--- config.mk ---
export PLATFORM = sky130hd
export DESIGN_NAME = bandai_auth_rx_flat
export DESIGN_NICKNAME = d
export VERILOG_FILES = /design/src/rtl/bandai2003_pkg.sv /design/src/rtl/bandai_auth_rx_if.sv /design/src/rtl/bandai_auth_deser.sv /design/src/rtl/bandai_auth_rx.sv /design/src/flat_wrapper.sv
export SDC_FILE = /design/constraint.sdc
export NUM_CORES = 1
export LEC_CHECK = 0
export ABC_AREA = 0
export CELL_PAD_IN_SITES_DETAIL_PLACEMENT = 0
export CELL_PAD_IN_SITES_GLOBAL_PLACEMENT = 2
export CORE_ASPECT_RATIO = 2
export CORE_UTILIZATION = 30
export DETAILED_ROUTE_END_ITERATION = 6
export GPL_TIMING_DRIVEN = 0
export HOLD_SLACK_MARGIN = 0.06
export PLACE_DENSITY = 0.83
export REMOVE_ABC_BUFFERS = 1
export SKIP_CTS_REPAIR_TIMING = 1
export SYNTH_ARGS = -nofsm -noshare
export SYNTH_HDL_FRONTEND = slang
export SYNTH_SLANG_ARGS = --single-unit
--- constraint.sdc ---
create_clock -name i_clk -period 1.6 [get_ports i_clk]
set_clock_uncertainty 0.05 [all_clocks]
set_input_delay 0.32 -clock i_clk [delete_from_list [all_inputs] [get_ports i_clk]]
set_output_delay 0.32 -clock i_clk [all_outputs]
set_load 0.02 [all_outputs]
--- src/rtl/bandai2003_pkg.sv ---
// Constants and state encoding shared between the Bandai 2003 mapper and the console-side authenticator.
package bandai2003_pkg;

    localparam logic [7:0]  ADDR_ACK         = 8'h5A;
    localparam logic [7:0]  ADDR_NAK         = 8'hA5;
    localparam logic [15:0] AUTH_MAGIC       = 16'h28A0;
    localparam int          AUTH_FRAME_LEN   = 18;
    localparam int          AUTH_PAYLOAD_LEN = AUTH_FRAME_LEN - 2;

    typedef enum logic [2:0] {
        ST_IDLE,
        ST_ACK,
        ST_NAK,
        ST_HUNT,
        ST_DATA,
        ST_STOP,
        ST_DONE
    } auth_state_t;

endpackage

--- src/rtl/bandai_auth_rx_if.sv ---
// Request, cartridge serial line, unlock address drive and result signals of the authenticator.
interface bandai_auth_rx_if;
    logic        start;
    logic        si;
    logic [7:0]  addr_out;
    logic        addr_oe;
    logic        busy;
    logic        done;
    logic        pass;
    logic        auth;
    logic [15:0] word;

    modport master (
        output start, si,
        input  addr_out, addr_oe, busy, done, pass, auth, word
    );

    modport slave (
        input  start, si,
        output addr_out, addr_oe, busy, done, pass, auth, word
    );
endinterface

--- src/rtl/bandai_auth_deser.sv ---
// LSB-first payload capture: each enabled edge writes the serial bit at the current counter position.
module bandai_auth_deser (
    input  logic        i_clk,
    input  logic        i_rst_n,
    input  logic        i_clr,
    input  logic        i_shift_en,
    input  logic        i_bit,
    output logic [15:0] o_word,
    output logic        o_last
);
    logic [15:0] r_word;
    logic [3:0]  r_cnt;

    // The word is deliberately not cleared with the counter so an aborted attempt keeps the old payload.
    always_ff @(posedge i_clk or negedge i_rst_n) begin
        if (!i_rst_n) begin
            r_word <= 16'h0000;
            r_cnt  <= 4'd0;
        end else if (i_clr) begin
            r_cnt <= 4'd0;
        end else if (i_shift_en) begin
            r_word[r_cnt] <= i_bit;
            r_cnt         <= r_cnt + 4'd1;
        end
    end

    assign o_word = r_word;
    assign o_last = (r_cnt == 4'd15);
endmodule

--- src/rtl/bandai_auth_rx.sv ---
// Drives the 5A/A5 unlock, receives the 18-bit cartridge frame and latches sticky AUTH on a magic match.
// Define AUTH_TIMEOUT_EN to abort HUNT after TIMEOUT edges without a start bit.
module bandai_auth_rx
    import bandai2003_pkg::*;
#(
    parameter logic [15:0] MAGIC   = AUTH_MAGIC,
    parameter int          TIMEOUT = 64
) (
    input  logic             i_clk,
    input  logic             i_rst_n,
    bandai_auth_rx_if.slave  bus
);
    auth_state_t r_state;
    auth_state_t w_state_nxt;
    logic        r_pass;
    logic        r_auth;
    logic [7:0]  w_addr_out;
    logic        w_addr_oe;
    logic [15:0] w_word;
    logic        w_last;
    logic        w_timeout;
    logic        w_frame_ok;

    bandai_auth_deser u_deser (
        .i_clk      (i_clk),
        .i_rst_n    (i_rst_n),
        .i_clr      (r_state == ST_HUNT),
        .i_shift_en (r_state == ST_DATA),
        .i_bit      (bus.si),
        .o_word     (w_word),
        .o_last     (w_last)
    );

`ifdef AUTH_TIMEOUT_EN
    logic [7:0] r_hunt_cnt;

    always_ff @(posedge i_clk or negedge i_rst_n) begin
        if (!i_rst_n) begin
            r_hunt_cnt <= 8'd0;
        end else if (r_state == ST_NAK) begin
            r_hunt_cnt <= 8'd0;
        end else if (r_state == ST_HUNT) begin
            r_hunt_cnt <= r_hunt_cnt + 8'd1;
        end
    end

    assign w_timeout = (r_state == ST_HUNT) && (r_hunt_cnt == 8'(TIMEOUT - 1));
`else
    assign w_timeout = 1'b0;
`endif

    // Stop bit must be zero as well; a correct payload with the line still high is a failed frame.
    assign w_frame_ok = (r_state == ST_STOP) && !bus.si && (w_word == MAGIC);

    always_ff @(posedge i_clk or negedge i_rst_n) begin
        if (!i_rst_n) begin
            r_state <= ST_IDLE;
            r_pass  <= 1'b0;
            r_auth  <= 1'b0;
        end else begin
            r_state <= w_state_nxt;
            if (r_state == ST_IDLE && bus.start) begin
                r_pass <= 1'b0;
            end else if (r_state == ST_STOP) begin
                r_pass <= w_frame_ok;
            end
            r_auth <= r_auth | w_frame_ok;
        end
    end

    always_comb begin
        w_state_nxt = r_state;
        w_addr_out  = 8'h00;
        w_addr_oe   = 1'b0;
        case (r_state)
            ST_IDLE: if (bus.start) w_state_nxt = ST_ACK;
            ST_ACK: begin
                w_addr_out  = ADDR_ACK;
                w_addr_oe   = 1'b1;
                w_state_nxt = ST_NAK;
            end
            ST_NAK: begin
                w_addr_out  = ADDR_NAK;
                w_addr_oe   = 1'b1;
                w_state_nxt = ST_HUNT;
            end
            ST_HUNT: begin
                if (!bus.si) begin
                    w_state_nxt = ST_DATA;
                end else if (w_timeout) begin
                    w_state_nxt = ST_DONE;
                end
            end
            ST_DATA: if (w_last) w_state_nxt = ST_STOP;
            ST_STOP: w_state_nxt = ST_DONE;
            ST_DONE: w_state_nxt = ST_IDLE;
            default: w_state_nxt = ST_IDLE;
        endcase
    end

    assign bus.addr_out = w_addr_out;
    assign bus.addr_oe  = w_addr_oe;
    assign bus.busy     = (r_state != ST_IDLE);
    assign bus.done     = (r_state == ST_DONE);
    assign bus.pass     = r_pass;
    assign bus.auth     = r_auth;
    assign bus.word     = w_word;
endmodule

--- src/flat_wrapper.sv ---
// flat-port wrapper written by rule: the top's interface ports become plain ports
module bandai_auth_rx_flat import bandai2003_pkg::*;
#(
    parameter logic [15:0] MAGIC   = AUTH_MAGIC,
    parameter int          TIMEOUT = 64
)
  (i_clk, i_rst_n, bus_start, bus_si, bus_addr_out, bus_addr_oe, bus_busy, bus_done, bus_pass, bus_auth, bus_word);
  bandai_auth_rx_if bus_i ();
  input  logic i_clk;
  input  logic i_rst_n;
  input wire logic [$bits(bus_i.start)-1:0] bus_start;
  input wire logic [$bits(bus_i.si)-1:0] bus_si;
  output wire logic [$bits(bus_i.addr_out)-1:0] bus_addr_out;
  output wire logic [$bits(bus_i.addr_oe)-1:0] bus_addr_oe;
  output wire logic [$bits(bus_i.busy)-1:0] bus_busy;
  output wire logic [$bits(bus_i.done)-1:0] bus_done;
  output wire logic [$bits(bus_i.pass)-1:0] bus_pass;
  output wire logic [$bits(bus_i.auth)-1:0] bus_auth;
  output wire logic [$bits(bus_i.word)-1:0] bus_word;
  assign bus_i.start = bus_start;
  assign bus_i.si = bus_si;
  assign bus_addr_out = bus_i.addr_out;
  assign bus_addr_oe = bus_i.addr_oe;
  assign bus_busy = bus_i.busy;
  assign bus_done = bus_i.done;
  assign bus_pass = bus_i.pass;
  assign bus_auth = bus_i.auth;
  assign bus_word = bus_i.word;
  bandai_auth_rx #(.MAGIC(MAGIC), .TIMEOUT(TIMEOUT)) u_core (.i_clk(i_clk), .i_rst_n(i_rst_n), .bus(bus_i));
endmodule
==> qor.csv, run 1 <==
metric,value,unit
Setup crit end,bus_addr_out[3],
R2R setup slack,0,ps
P_int,1680,uW
Avg Inst Size Synth,10.8,sq um
Worst R2R End,u_core.u_deser.o_word[14],
initial core utilization,0.312,
vias in the first global route,1132,
PD cells,1430,nW/um^2
largest net degree at the start of global routing,26,
"delay-heaviest family, CP",flip-flops,
synth unique cells,31,
Clk pwr share,0.134,
DRC,0,
die footprint,4810,sq um
Vias per Instance,5.08,
wire per inst,16.2,um
mapped cell area,1360,sq um
number of cells on the critical path,3,
fin. max-slew vios,0,
status,finished with violations,
gr ovfl total,0,
Worst Hold Class,input port to asynchronous set/reset pin,
fillers,425,
total wire length,3.48,mm
Fin. Hold Viols,0,
maximum vdd drop,1.18,mV
# IOs,33,
Max Freq,617,MHz
Leakage,0.00101,uW
final worst setup slack,-21.2,ps
total track usage,0.143,
critical-path maximum fanout,6,
first-pass GRT wire length,5.31,mm
crit path from,u_core.r_state[1],
first-pass iteration count of the detailed router,4,
Crit Path Category,register to primary output,
Synth Instances,125,
CTS H-tree lvls,1,
Clock Latency Late Sink,260,ps
Post-synth EDFFs,0,
critical path capture point type,primary output,
worst stage delay on the critical path,490,ps
crit path cell chain,nand2b_4 -> nor2_4 -> buf_6,
critical path's slowest cell,dfrtp_2,
Slew headroom,0.230,
die width,49.5,um
"FF+latch count, synth",25,
pre-CTS setup slack,-686,ps
unrepaired setup endpoints after global routing,yes,
top_reg_cell synth,dfrtp_1,
Final GP Congestion,0.772,
failing checks,setup timing,
hpwl dp,2.35,mm
clock-pin slew on the worst setup and hold paths,90,ps
share of cells above drive strength 1,0.373,
Sw Share,0.401,
Post-DRT Antenna Nets,0,
R2R cell count,5,
IO buf count,32,
final setup vio count,6,
Iter 0 DRT Violations,11,
register area,631,sq um
Period minus WS final,1620,ps
Reg power frac,0.321,
area occupied by multi-input gates,713,sq um
area grow syn2layout,44.5,%
Worst-Margin Slew,1150,ps
Max Cap Viol,0,
Ys Warns,0,
Rows,34,
P_sw,1130,uW
sequential share of the synthesized area,0.462,
initial antenna violation count,0,
Setup crit start kind,register,
FF-to-FF Start,u_core.r_state[0],
CORE AREA,4340,sq um
NumNets Final,170,
CTS sink cnt,25,
"Power, Total",2810,uW
Combinational Power Share,0.545,
final worst path period share,1.01,
Critical Path RT,1230,ps
routed via count,1093,
maximum root-to-sink buffer count,2,
crit path buf inv count,1,
Async SR Flop Fraction,1.00,
cts bufs inserted,3,
top-count cell post-synth,dfrtp_1,
post-synth top area cell,dfrtp_1,
Fin Hold WS,227,ps
"top cells by count, synth","25 x dfrtp_1, 12 x mux2_2, 12 x nand3_1",
"Arr. time, crit path",1250,ps
ant diodes,0,
"top cells by area, synth","dfrtp_1 46%, mux2_2 10%, buf_4 5.0%",
post-synth top area share,0.462,
Die Ht,97.0,um
CTS tree,built,
clock root buffer,clkbuf_8,
[layout by cell type (no fill, tap or decap), drive strengths merged]
cell           Yosys  routed
and3               2       2
o22ai              1       1
a311oi             2       2
and2b              1       1
nor4b              2       2
a21oi              5       5
dfrtp             25      25
nand4              5       5
nor4               1       1
dlymetal6s2s       0      20
o21ai              2       2
a221oi             2       2
nand2              4       4
mux2              17      17
nand2b             4       4
inv                4       4
buf               12      21
or2b               1       1
nor2b              4       4
nor3b              1       2
nor2               8       8
clkbuf             2       7
ha                 4       4
nand3             12      12
or4                1       1
clkdlybuf4s50      0       1
a21boi             2       2
o21bai             1       1
[cells by family (layout without fill, tap and decap cells)]
logic type / count (synthesis) / count (layout) / share of synthesized area
AO/OA/AOI/OAI: 15 / 15 / 0.0776
buffers and inverters: 18 / 53 / 0.0822
AND/OR/NAND/NOR: 46 / 47 / 0.198
flip-flops: 25 / 25 / 0.462
multiplexers: 17 / 17 / 0.144
adder cells (fa/ha/maj): 4 / 4 / 0.0369
[per-stage QoR]
| step | instances | TNS [ps] | util | instance area, sq um |
|---|---|---|---|---|
| 5_1_grt | 215 | -686 | 0.451 | 1960 |
| 4_1_cts | 201 | -20010 | 0.390 | 1690 |
| 3_5_place_dp | 197 | -21810 | 0.379 | 1650 |
| 6_report | 215 | -74.9 | 0.451 | 1960 |
| 3_3_place_gp | 197 | -16030 | 0.379 | 1650 |
| 2_1_floorplan | 111 | -6820 | - | 1260 |
[power by group through the flow]
stage / sequential (uW) / combinational [uW] / clock (uW)
2_1_floorplan: 947 / 553 / 0
3_3_place_gp: 905 / 1110 / 0
3_5_place_dp: 917 / 1120 / 0
4_1_cts: 904 / 1130 / 386
5_1_grt: 921 / 1640 / 417
6_report: 902 / 1530 / 376
[layer usage]
metal  wire length, um  GRT usage  vias to the layer above
li1                  -          -                      509
met1              1200      0.142                      548
met2              2080      0.278                       32
met3               117     0.0157                        4
met4                77     0.0681                        0
met5                 0          0                        -
[area by class of cell]
class | count | area share
Inverter | 4 | 0.00767
Sequential cell | 25 | 0.322
Multi-Input combinational cell | 83 | 0.364
Timing Repair Buffer | 45 | 0.249
Tap cell | 54 | 0.0345
Clock buffer | 4 | 0.0230
[sequential cells by signal, indices dropped and copies added, names as in the netlist]
name	cells
u_core.r_state	3
u_core.u_deser.o_word	16
u_core.bus.pass	1
u_core.u_deser.r_cnt	4
u_core.bus.auth	1
[how the worst min path moves through the flow]
| stage | to | slack (ps) |
|---|---|---|
| 2_1_floorplan | u_core.bus.auth | -30 |
| 3_3_place_gp | u_core.bus.auth | 420 |
| 3_5_place_dp | u_core.bus.auth | 420 |
| 4_1_cts | u_core.bus.auth | 450 |
| 5_1_grt | u_core.u_deser.r_cnt[0] | 320 |
| 6_report | u_core.r_state[2] | 230 |
No activity file was read; power rests on OpenSTA's default activity.
==> run 2, diff against run 1 <==
--- a/config.mk
+++ b/config.mk
@@ -5,7 +5,6 @@
 export SDC_FILE = /design/constraint.sdc
 export NUM_CORES = 1
 export LEC_CHECK = 0
-export ABC_AREA = 0
 export CELL_PAD_IN_SITES_DETAIL_PLACEMENT = 0
 export CELL_PAD_IN_SITES_GLOBAL_PLACEMENT = 2
 export CORE_ASPECT_RATIO = 2
==> results of run 2 <==
No change in the layout: final DEF, timing and power equal those of run 1.
